==> config.mk <==
export PLATFORM = sky130hd
export DESIGN_NAME = level_run_encoder
export DESIGN_NICKNAME = d
export VERILOG_FILES = /design/src/rtl/level_run_encoder_pkg.sv /design/src/rtl/run_token_fifo.sv /design/src/rtl/level_run_encoder.sv
export SDC_FILE = /design/constraint.sdc
export NUM_CORES = 1
export LEC_CHECK = 0
export ABC_AREA = 1
export BUFFER_PORTS_ARGS = -buffer_cell sky130_fd_sc_hd__buf_2
export CORE_ASPECT_RATIO = 1.5
export CORE_UTILIZATION = 30
export DETAILED_ROUTE_END_ITERATION = 8
export PLACE_DENSITY_LB_ADDON = 0.05
export SYNTH_ARGS = -nofsm -noshare
export SYNTH_HDL_FRONTEND = slang
export SYNTH_SLANG_ARGS = --single-unit
export TNS_END_PERCENT = 10
==> constraint.sdc <==
create_clock -name clk -period 7.1 [get_ports clk]
set_clock_uncertainty 0.1 [all_clocks]
set_input_delay 0 -clock clk [delete_from_list [all_inputs] [get_ports clk]]
set_output_delay 0 -clock clk [all_outputs]
set_load 0.03 [all_outputs]
==> src/rtl/level_run_encoder_pkg.sv <==
// Shared definitions for the level run-length encoder.
//   tracker_state_e : run tracker states (IDLE = no open run, RUN = run open)
//   max_run()       : largest run length a CNT_W-bit field can carry
package level_run_encoder_pkg;

    typedef enum logic {
        IDLE = 1'b0,
        RUN  = 1'b1
    } tracker_state_e;

    function automatic int max_run(input int cnt_w);
        return (1 << cnt_w) - 1;
    endfunction

endpackage

==> src/rtl/run_token_fifo.sv <==
// First-word fall-through token FIFO.
//   clk, reset     : clock, synchronous active-high reset (empties the FIFO)
//   push/push_data : write one entry at posedge (ignored when full)
//   pop            : discard head entry at posedge (ignored when empty)
//   pop_data       : current head entry, zero while empty
//   count/full/empty : registered occupancy
module run_token_fifo #(
    parameter int DEPTH = 4,
    parameter int WIDTH = 9
) (
    input  logic                     clk,
    input  logic                     reset,
    input  logic                     push,
    input  logic [WIDTH-1:0]         push_data,
    input  logic                     pop,
    output logic [WIDTH-1:0]         pop_data,
    output logic [$clog2(DEPTH):0]   count,
    output logic                     full,
    output logic                     empty
);

    localparam int PTR_W = $clog2(DEPTH);
    localparam logic [PTR_W:0] DEPTH_C = (PTR_W + 1)'(DEPTH);

    logic [WIDTH-1:0] mem [DEPTH];
    logic [PTR_W-1:0] wr_ptr;
    logic [PTR_W-1:0] rd_ptr;
    logic             do_push;
    logic             do_pop;

    assign full     = (count == DEPTH_C);
    assign empty    = (count == '0);
    assign do_push  = push && !full;
    assign do_pop   = pop && !empty;
    assign pop_data = empty ? '0 : mem[rd_ptr];

    // NOTE: storage is not reset; an entry is only visible once count covers it,
    // so clearing the pointers and count is enough to discard stale data.
    always_ff @(posedge clk) begin
        if (do_push) begin
            mem[wr_ptr] <= push_data;
        end
    end

    // NOTE: sequential state uses non-blocking assignments so every register
    // samples pre-edge values regardless of statement order.
    always_ff @(posedge clk) begin
        if (reset) begin
            wr_ptr <= '0;
            rd_ptr <= '0;
            count  <= '0;
        end else begin
            // Power-of-two depth lets the pointers wrap by plain overflow.
            if (do_push) wr_ptr <= wr_ptr + 1'b1;
            if (do_pop)  rd_ptr <= rd_ptr + 1'b1;
            case ({do_push, do_pop})
                2'b10:   count <= count + 1'b1;
                2'b01:   count <= count - 1'b1;
                default: count <= count;
            endcase
        end
    end

endmodule

==> src/rtl/level_run_encoder.sv <==
// Compresses a per-cycle 1-bit level stream into (level, run_length) tokens
// and queues them in a small FWFT FIFO behind a valid/ready interface.
//   clk, reset           : clock, synchronous active-high reset
//   in_valid/in_level    : level sample; accepted when in_valid && in_ready
//   in_ready             : a sample can be accepted this cycle
//   flush                : one-cycle request to close the open run
//   out_valid/out_ready  : token handshake at the FIFO head
//   out_level/out_len    : head token, out_len in 1..2^CNT_W-1
module level_run_encoder
    import level_run_encoder_pkg::*;
#(
    parameter int CNT_W = 8,
    parameter int DEPTH = 4
) (
    input  logic             clk,
    input  logic             reset,
    input  logic             in_valid,
    input  logic             in_level,
    output logic             in_ready,
    input  logic             flush,
    output logic             out_valid,
    input  logic             out_ready,
    output logic             out_level,
    output logic [CNT_W-1:0] out_len
);

    typedef struct packed {
        logic             level;
        logic [CNT_W-1:0] len;
    } token_t;

    localparam int               PTR_W   = $clog2(DEPTH);
    localparam logic [PTR_W:0]   DEPTH_C = (PTR_W + 1)'(DEPTH);
    localparam logic [CNT_W-1:0] MAX_RUN = CNT_W'(max_run(CNT_W));

    tracker_state_e   state_q, state_d;
    logic             cur_level_q, cur_level_d;
    logic [CNT_W-1:0] run_len_q, run_len_d;
    logic             flush_pending_q, flush_pending_d;

    logic             push;
    token_t           push_token;
    token_t           head_token;
    logic [PTR_W:0]   fifo_count;
    logic             fifo_full;
    logic             fifo_empty;
    logic             accept;
    logic             do_flush;

    // Never depends on out_ready: a full FIFO blocks input even if it pops.
    assign in_ready = (fifo_count < DEPTH_C) && !flush_pending_q && !flush;
    assign accept   = in_valid && in_ready;
    // A fresh flush acts immediately when there is room; otherwise it waits.
    assign do_flush = flush_pending_q || (flush && (state_q == RUN));

    always_ff @(posedge clk) begin
        if (reset) begin
            state_q         <= IDLE;
            cur_level_q     <= 1'b0;
            run_len_q       <= '0;
            flush_pending_q <= 1'b0;
        end else begin
            state_q         <= state_d;
            cur_level_q     <= cur_level_d;
            run_len_q       <= run_len_d;
            flush_pending_q <= flush_pending_d;
        end
    end

    // NOTE: every output of this block gets a default first, so no path
    // leaves a variable unassigned and no latch is inferred.
    always_comb begin
        state_d         = state_q;
        cur_level_d     = cur_level_q;
        run_len_d       = run_len_q;
        flush_pending_d = flush_pending_q;
        push            = 1'b0;
        push_token      = '{level: cur_level_q, len: run_len_q};

        if (do_flush) begin
            // in_ready is low whenever a flush is live, so no sample competes.
            if (!fifo_full) begin
                push            = 1'b1;
                state_d         = IDLE;
                run_len_d       = '0;
                flush_pending_d = 1'b0;
            end else begin
                flush_pending_d = 1'b1;
            end
        end else if (accept) begin
            case (state_q)
                IDLE: begin
                    state_d     = RUN;
                    cur_level_d = in_level;
                    run_len_d   = CNT_W'(1);
                end
                RUN: begin
                    if (in_level != cur_level_q) begin
                        push        = 1'b1;
                        cur_level_d = in_level;
                        run_len_d   = CNT_W'(1);
                    end else if (run_len_q == MAX_RUN) begin
                        // Saturated run: emit a full-length token, the current
                        // sample starts the continuation.
                        push      = 1'b1;
                        run_len_d = CNT_W'(1);
                    end else begin
                        run_len_d = run_len_q + 1'b1;
                    end
                end
                default: state_d = IDLE;
            endcase
        end
    end

    run_token_fifo #(
        .DEPTH (DEPTH),
        .WIDTH ($bits(token_t))
    ) u_fifo (
        .clk       (clk),
        .reset     (reset),
        .push      (push),
        .push_data (push_token),
        .pop       (out_ready),
        .pop_data  (head_token),
        .count     (fifo_count),
        .full      (fifo_full),
        .empty     (fifo_empty)
    );

    assign out_valid = !fifo_empty;
    assign out_level = head_token.level;
    assign out_len   = head_token.len;

endmodule

Yosys cells after proc, flatten, opt, wreduce, memory -nomap -nowiden:

Memories as Yosys holds them, arrays and structs flattened. A register that Yosys moved wholly into a read port is not among the register bits.
Index checks and enable logic that the tools add are counted.

* add/sub/neg operators: 5
* $mul: 0
* div/mod/pow operators: 0
* magnitude comparators: 1
* eq/ne operators: 7
* shift-type cells: 0
* muxes and demuxes: 24
* bitwise logic cells: 2
* reduce and logical (&&, ||, !) cells: 16

Operators with widths (number)
* 2-to-1 mux 8 bit: 5
* one-hot mux 8 bit (2 select lines): 1
* 2-to-1 mux 1 bit: 13
* 2-to-1 mux 9 bit: 1
* adder 8 x 1 -> 8 bit (second input constant): 1
* == test 8 bit (second input constant): 1
* logical AND 1 bit: 6
* one-hot mux 3 bit (2 select lines): 1
* adder 2 x 1 -> 2 bit (second input constant): 2
* logical NOT 1 bit: 4
* 2-to-1 mux 2 bit: 2
* nonzero test 2 bit: 2
* adder 3 x 1 -> 3 bit (second input constant): 1
* == test 3 bit (second input constant): 1
* logical NOT 3 bit: 1
* < comparator 3 bit (second input constant): 1
* AND reduction 3 bit: 1
* subtractor 3 x 1 -> 3 bit (second input constant): 1
* == test 2 x 1 -> 1 bit (second input constant): 1
* == test 2 bit (second input constant): 1
* inequality test 2 x 1 -> 1 bit (second input constant): 1
* inequality test 2 bit (second input constant): 1
* inverter 1 bit: 2
* one-hot mux 1 bit (2 select lines): 1
* 3 further kinds: 3

* bits in registers: 18
* latch bits: 0
* memory bits (writable): 36
* ROM bits: 0
* input bits: 6
* output and inout bits: 11
* logic and storage cells: 63
* memories kept: 1

Memory list
* u_fifo.mem: words 4, bits a word 9, rd ports 1, clocked after Yosys merged registers in 1, wr ports 1, RTL line run_token_fifo.sv:25 `logic [WIDTH-1:0] mem [DEPTH];`

Depth between registers and ports, before layout:

* depth after elaboration: 9
* depth in mapped cells: 13
* depth with buffers taken out: 13

Modules after synthesis:

A second synthesis with hierarchy kept.

* cells, all modules: 285
* area total of the unflattened synthesis: 2598.7 sq um

Modules (own cells, without submodules)
* run_token_fifo: times used 1, cells an instance 185, area each 1960.6 sq um, sequential area each 1261.2 sq um
* level_run_encoder: times used 1, cells an instance 100, area each 638.1 sq um, sequential area each 220.2 sq um

Worst setup path after synthesis:

Ideal clock, no wire load.

* path kind: register -> register
* from: register run_len_q[0]
* to: register u_fifo.count[2]
* setup time: 0.122 ns
* arrival time: 2.089 ns
* data required time: 6.878 ns
* path slack: 4.789 ns
* cell stages (with the launch flop): 14
* buffers on the path: 0
* clock period less this slack: 2.311 ns
* cell sequence: dfxtp_1 -> ha_1 -> nand2_2 -> nor2_2 -> nand2_2 -> nand2_4 -> a21boi_2 -> ha_1 -> inv_1 -> fa_1 -> a21oi_1 -> o21ai_0 -> o21ai_0 -> a21oi_1

* cells in the longest elaborated chain, start to end: 9
* elaborated cells on any way between the ends: 11
* those cells by class: 3 x eq/ne; 6 x mux; 2 x reduce/logical

Ends and longest elaborated chain
* start, declared: RTL line level_run_encoder.sv:38 `logic [CNT_W-1:0] run_len_q, run_len_d;`
* start signal, assigned: RTL line level_run_encoder.sv:65 `run_len_q <= run_len_d;`
* == test 8 bit *: RTL line level_run_encoder.sv:102 `end else if (run_len_q == MAX_RUN) begin`
* 2-to-1 mux 1 bit *: RTL line level_run_encoder.sv:102
* 2-to-1 mux 1 bit *: RTL line level_run_encoder.sv:98 `if (in_level != cur_level_q) begin`
* 2-to-1 mux 1 bit *: RTL line level_run_encoder.sv:91 `case (state_q)`
* 2-to-1 mux 1 bit *: RTL line level_run_encoder.sv:90 `end else if (accept) begin`
* 2-to-1 mux 1 bit *: RTL line level_run_encoder.sv:80 `if (do_flush) begin`
* logical AND 1 bit *: RTL line run_token_fifo.sv:33 `assign do_push = push && !full;`
* == test 2 x 1 -> 1 bit / == test 2 bit (equally long branches): RTL line run_token_fifo.sv:56 `case ({do_push, do_pop})`
* one-hot mux 3 bit (2 select lines) / nonzero test 2 bit (equally long branches)
* end signal, assigned: RTL line run_token_fifo.sv:57 `2'b10: count <= count + 1'b1;`
* end signal, assigned: RTL line run_token_fifo.sv:58 `2'b01: count <= count - 1'b1;`
* end signal, assigned: RTL line run_token_fifo.sv:59 `default: count <= count;`
* end, declared: RTL line run_token_fifo.sv:17 `output logic [$clog2(DEPTH):0] count,`

Every way passes the cells marked *; elsewhere a longest branch is shown, timed or not.
A chain may end at the register's enable or synchronous reset.

Final worst setup path:

Ends and elaborated chain as after synthesis.

==> impl_metrics.json <==
{
  "io-pin-count": 17,
  "area_growth_pct": 16.0,
  "worstMarginPinSlew_ns": 0.993,
  "async_reset_ff_share_pct": 0,
  "cts.clk_slew.worst_paths_ns": 0.07,
  "final_cell_mix": "nor2_1 (53), nand2_1 (39), edfxtp_1 (36)",
  "fin_crit_ns": 2.56,
  "arrival_ns": 2.64,
  "ys_seq_area_share_pct": 58.5,
  "design.die.area_um2": 8820,
  "synth-main-ff-cell": "edfxtp_1",
  "slew_headroom_pct": 33.6,
  "r2r_end": "u_fifo.count[2]$_SDFFE_PP0P_",
  "end_kind": "flop",
  "fmax_ghz": 0.391,
  "syn_nets": 281,
  "gp_congestion": 0.792,
  "ant_nets": 0,
  "final_common_cell": "nor2_1",
  "whs_ns": 0.0239,
  "clk_latency_ns": 0.29,
  "cts_setup_buffers": 0,
  "yosysTopAreaCell": "edfxtp_1",
  "cts_tree": "built",
  "cts_htree_levels": 2,
  "cts_resized": 0,
  "synth_area_leaders": "edfxtp_1 (43%), dfxtp_1 (16%), nor2_1 (7.9%)",
  "synth_edf_count": 36,
  "critPathLaunchType": "flop",
  "syn_area_um2": 2530,
  "cts_num_sinks": 56,
  "crit_required_ns": 7.18,
  "die_y_um": 115,
  "antenna_found_initial": 0,
  "cp_max_fo": 10,
  "finalMaxSlewViolations": 0,
  "fin_crit_sh_pct": 36.0,
  "p_leak_nw": 1.11,
  "holdPathStages": 4,
  "hold_violations": 0,
  "cp_cell_sequence": "ha_1 -> nand2_2 -> nor2_2 -> nand2_2 -> nand2_4 -> a21boi_2 -> ha_1 -> inv_1 -> fa_1 -> a21oi_1 -> o21ai_0 -> o21ai_0 -> a21oi_1",
  "crit_family": "adder cells",
  "cp_num_cells": 13,
  "holdPathEnd": "state_q$_SDFFE_PP0P_",
  "start_util_pct": 31.3,
  "slowest_delay_ns": 0.40,
  "dp_hpwl_um": 3910,
  "syn_area_per_cell_um2": 9.45,
  "seq_area_um2": 1480,
  "dr.pass1.iters": 4,
  "hp-start": "flush",
  "slowest_stage": "dfxtp_1",
  "wl_per_cell_um": 14.2,
  "multi_input_area_um2": 908,
  "synth_top_area_share_pct": 42.7,
  "grt_start_max_net_pins": 20,
  "hp-class": "in2reg",
  "rrSetupSlack_ns": 4.54,
  "fin_setup_tns_ns": 0,
  "drt_wl_total_um": 5610,
  "reg2reg_from": "run_len_q[0]$_SDFFE_PP0P_",
  "synth_warnings": 0,
  "grt_pass1_vias": 1843,
  "power_w": 0.000984,
  "via_per_inst": 4.52,
  "powerDensity_nw_per_um2": 335,
  "utilization_pct": 36.2,
  "grt_setup_unrepaired": "no",
  "die_x_um": 77.0,
  "drive_gt1_share_pct": 13.5,
  "critPathBufInv": 1,
  "routed-via-count": 1782,
  "fin_nets": 301,
  "route.detailed.drc": 0,
  "synth.distinct_cells": 28,
  "core_area_um2": 8110,
  "drt-initial-drc-count": 73,
  "netlist_instances": 268,
  "grt_pass1_wl_um": 9420,
  "portBuffers": 16,
  "status": "finished clean",
  "rows": 40,
  "critical_path_class": "reg2reg",
  "ir_drop_mv": 0.151,
  "cts_buffer_depth": 2,
  "n_antenna_cell": 0,
  "root_buffer": "clkbuf_16",
  "ys_seq_elements": 56,
  "overflow": 0,
  "numCtsBuffers": 5,
  "cap_violations": 0,
  "grt_usage_pct": 14.2,
  "fillers": 869,
  "rr_worst_depth": 13,
  "setup_viol": 0
}
-- what timing repair did --
item                                    CTS  global route
hold buffers                              3             0
endpoints found under the hold margin     8             0
endpoints found under the setup margin    0             0
-- per-layer routing --
| metal | track usage (%) | vias up | wire [um] |
|---|---|---|---|
| met5 | 0 | - | 0 |
| met4 | 6.16 | 0 | 128 |
| met3 | 2.39 | 10 | 113 |
| met2 | 27.3 | 21 | 3020 |
| met1 | 15.0 | 829 | 2350 |
| li1 | - | 922 | - |
-- state kept, by name (all words and copies together) (netlist names), named ones only --
register	flops
u_fifo.rd_ptr	2
u_fifo.wr_ptr	2
u_fifo.mem	36
state_q	1
run_len_q	8
u_fifo.count	3
cur_level_q	1
flush_pending_q	1
-- cells in the mapped netlist, drive strengths merged (2+ instances only) --
| master | number |
|---|---|
| dfxtp | 20 |
| buf | 5 |
| clkinv | 2 |
| nor3 | 3 |
| clkbuf | 2 |
| ha | 6 |
| nand2 | 45 |
| nor2 | 58 |
| edfxtp | 36 |
| a21oi | 26 |
| inv | 26 |
| o21ai | 25 |
| nand3 | 8 |
-- cell type report --
type                       count  share of cell area (%)
sequential                    56                    50.4
multi-input combinational    177                    30.9
tap                          105                    4.47
clock buffer                   6                    4.39
timing repair buffer          20                    4.00
inverter                      28                    3.75
clock inverter                 2                    2.04
-- tightest hold or removal path, delay by kind of cell --
kind,cells,cell delay (ns)
AO/OA/AOI/OAI,1,0.08
buffers and inverters,1,0.13
AND/OR/NAND/NOR,2,0.16
-- worst max path at each step --
stage	from	to	slack, ns
global route	run_len_q[0]$_SDFFE_PP0P_	u_fifo.count[2]$_SDFFE_PP0P_	4.24
global placement	run_len_q[0]$_SDFFE_PP0P_	u_fifo.count[2]$_SDFFE_PP0P_	4.57
CTS	run_len_q[0]$_SDFFE_PP0P_	u_fifo.count[2]$_SDFFE_PP0P_	4.52
detailed placement	run_len_q[0]$_SDFFE_PP0P_	u_fifo.count[2]$_SDFFE_PP0P_	4.53
floorplan	run_len_q[0]$_SDFFE_PP0P_	u_fifo.count[2]$_SDFFE_PP0P_	4.79
finish	run_len_q[0]$_SDFFE_PP0P_	u_fifo.count[2]$_SDFFE_PP0P_	4.54
-- where the power goes --
part / total, W / internal [W] / switching (W)
combinational: 0.000277 / 0.0000818 / 0.000195
clock: 0.000311 / 0.000202 / 0.000109
sequential: 0.000396 / 0.000367 / 0.0000297
-- stage by stage --
step / std cells / instance area, um2 / setup slack [ns]
5_1_grt: 394 / 2940 / 4.24
3_3_place_gp: 383 / 2720 / 4.57
2_1_floorplan: 268 / 2530 / 4.79
4_1_cts: 394 / 2940 / 4.52
6_report: 394 / 2940 / 4.54
3_5_place_dp: 383 / 2720 / 4.53
-- logic make-up (layout without fill, tap and decap cells) --
logic type	Yosys count	after routing	share of synthesized area (%)
xor+xnor	1	1	0.346
fa+ha+maj	7	7	3.75
flops	56	56	58.5
buf+inv	35	56	5.68
simple gates	117	117	21.2
compound gates	52	52	10.5
(Power assumes the default switching activity.)
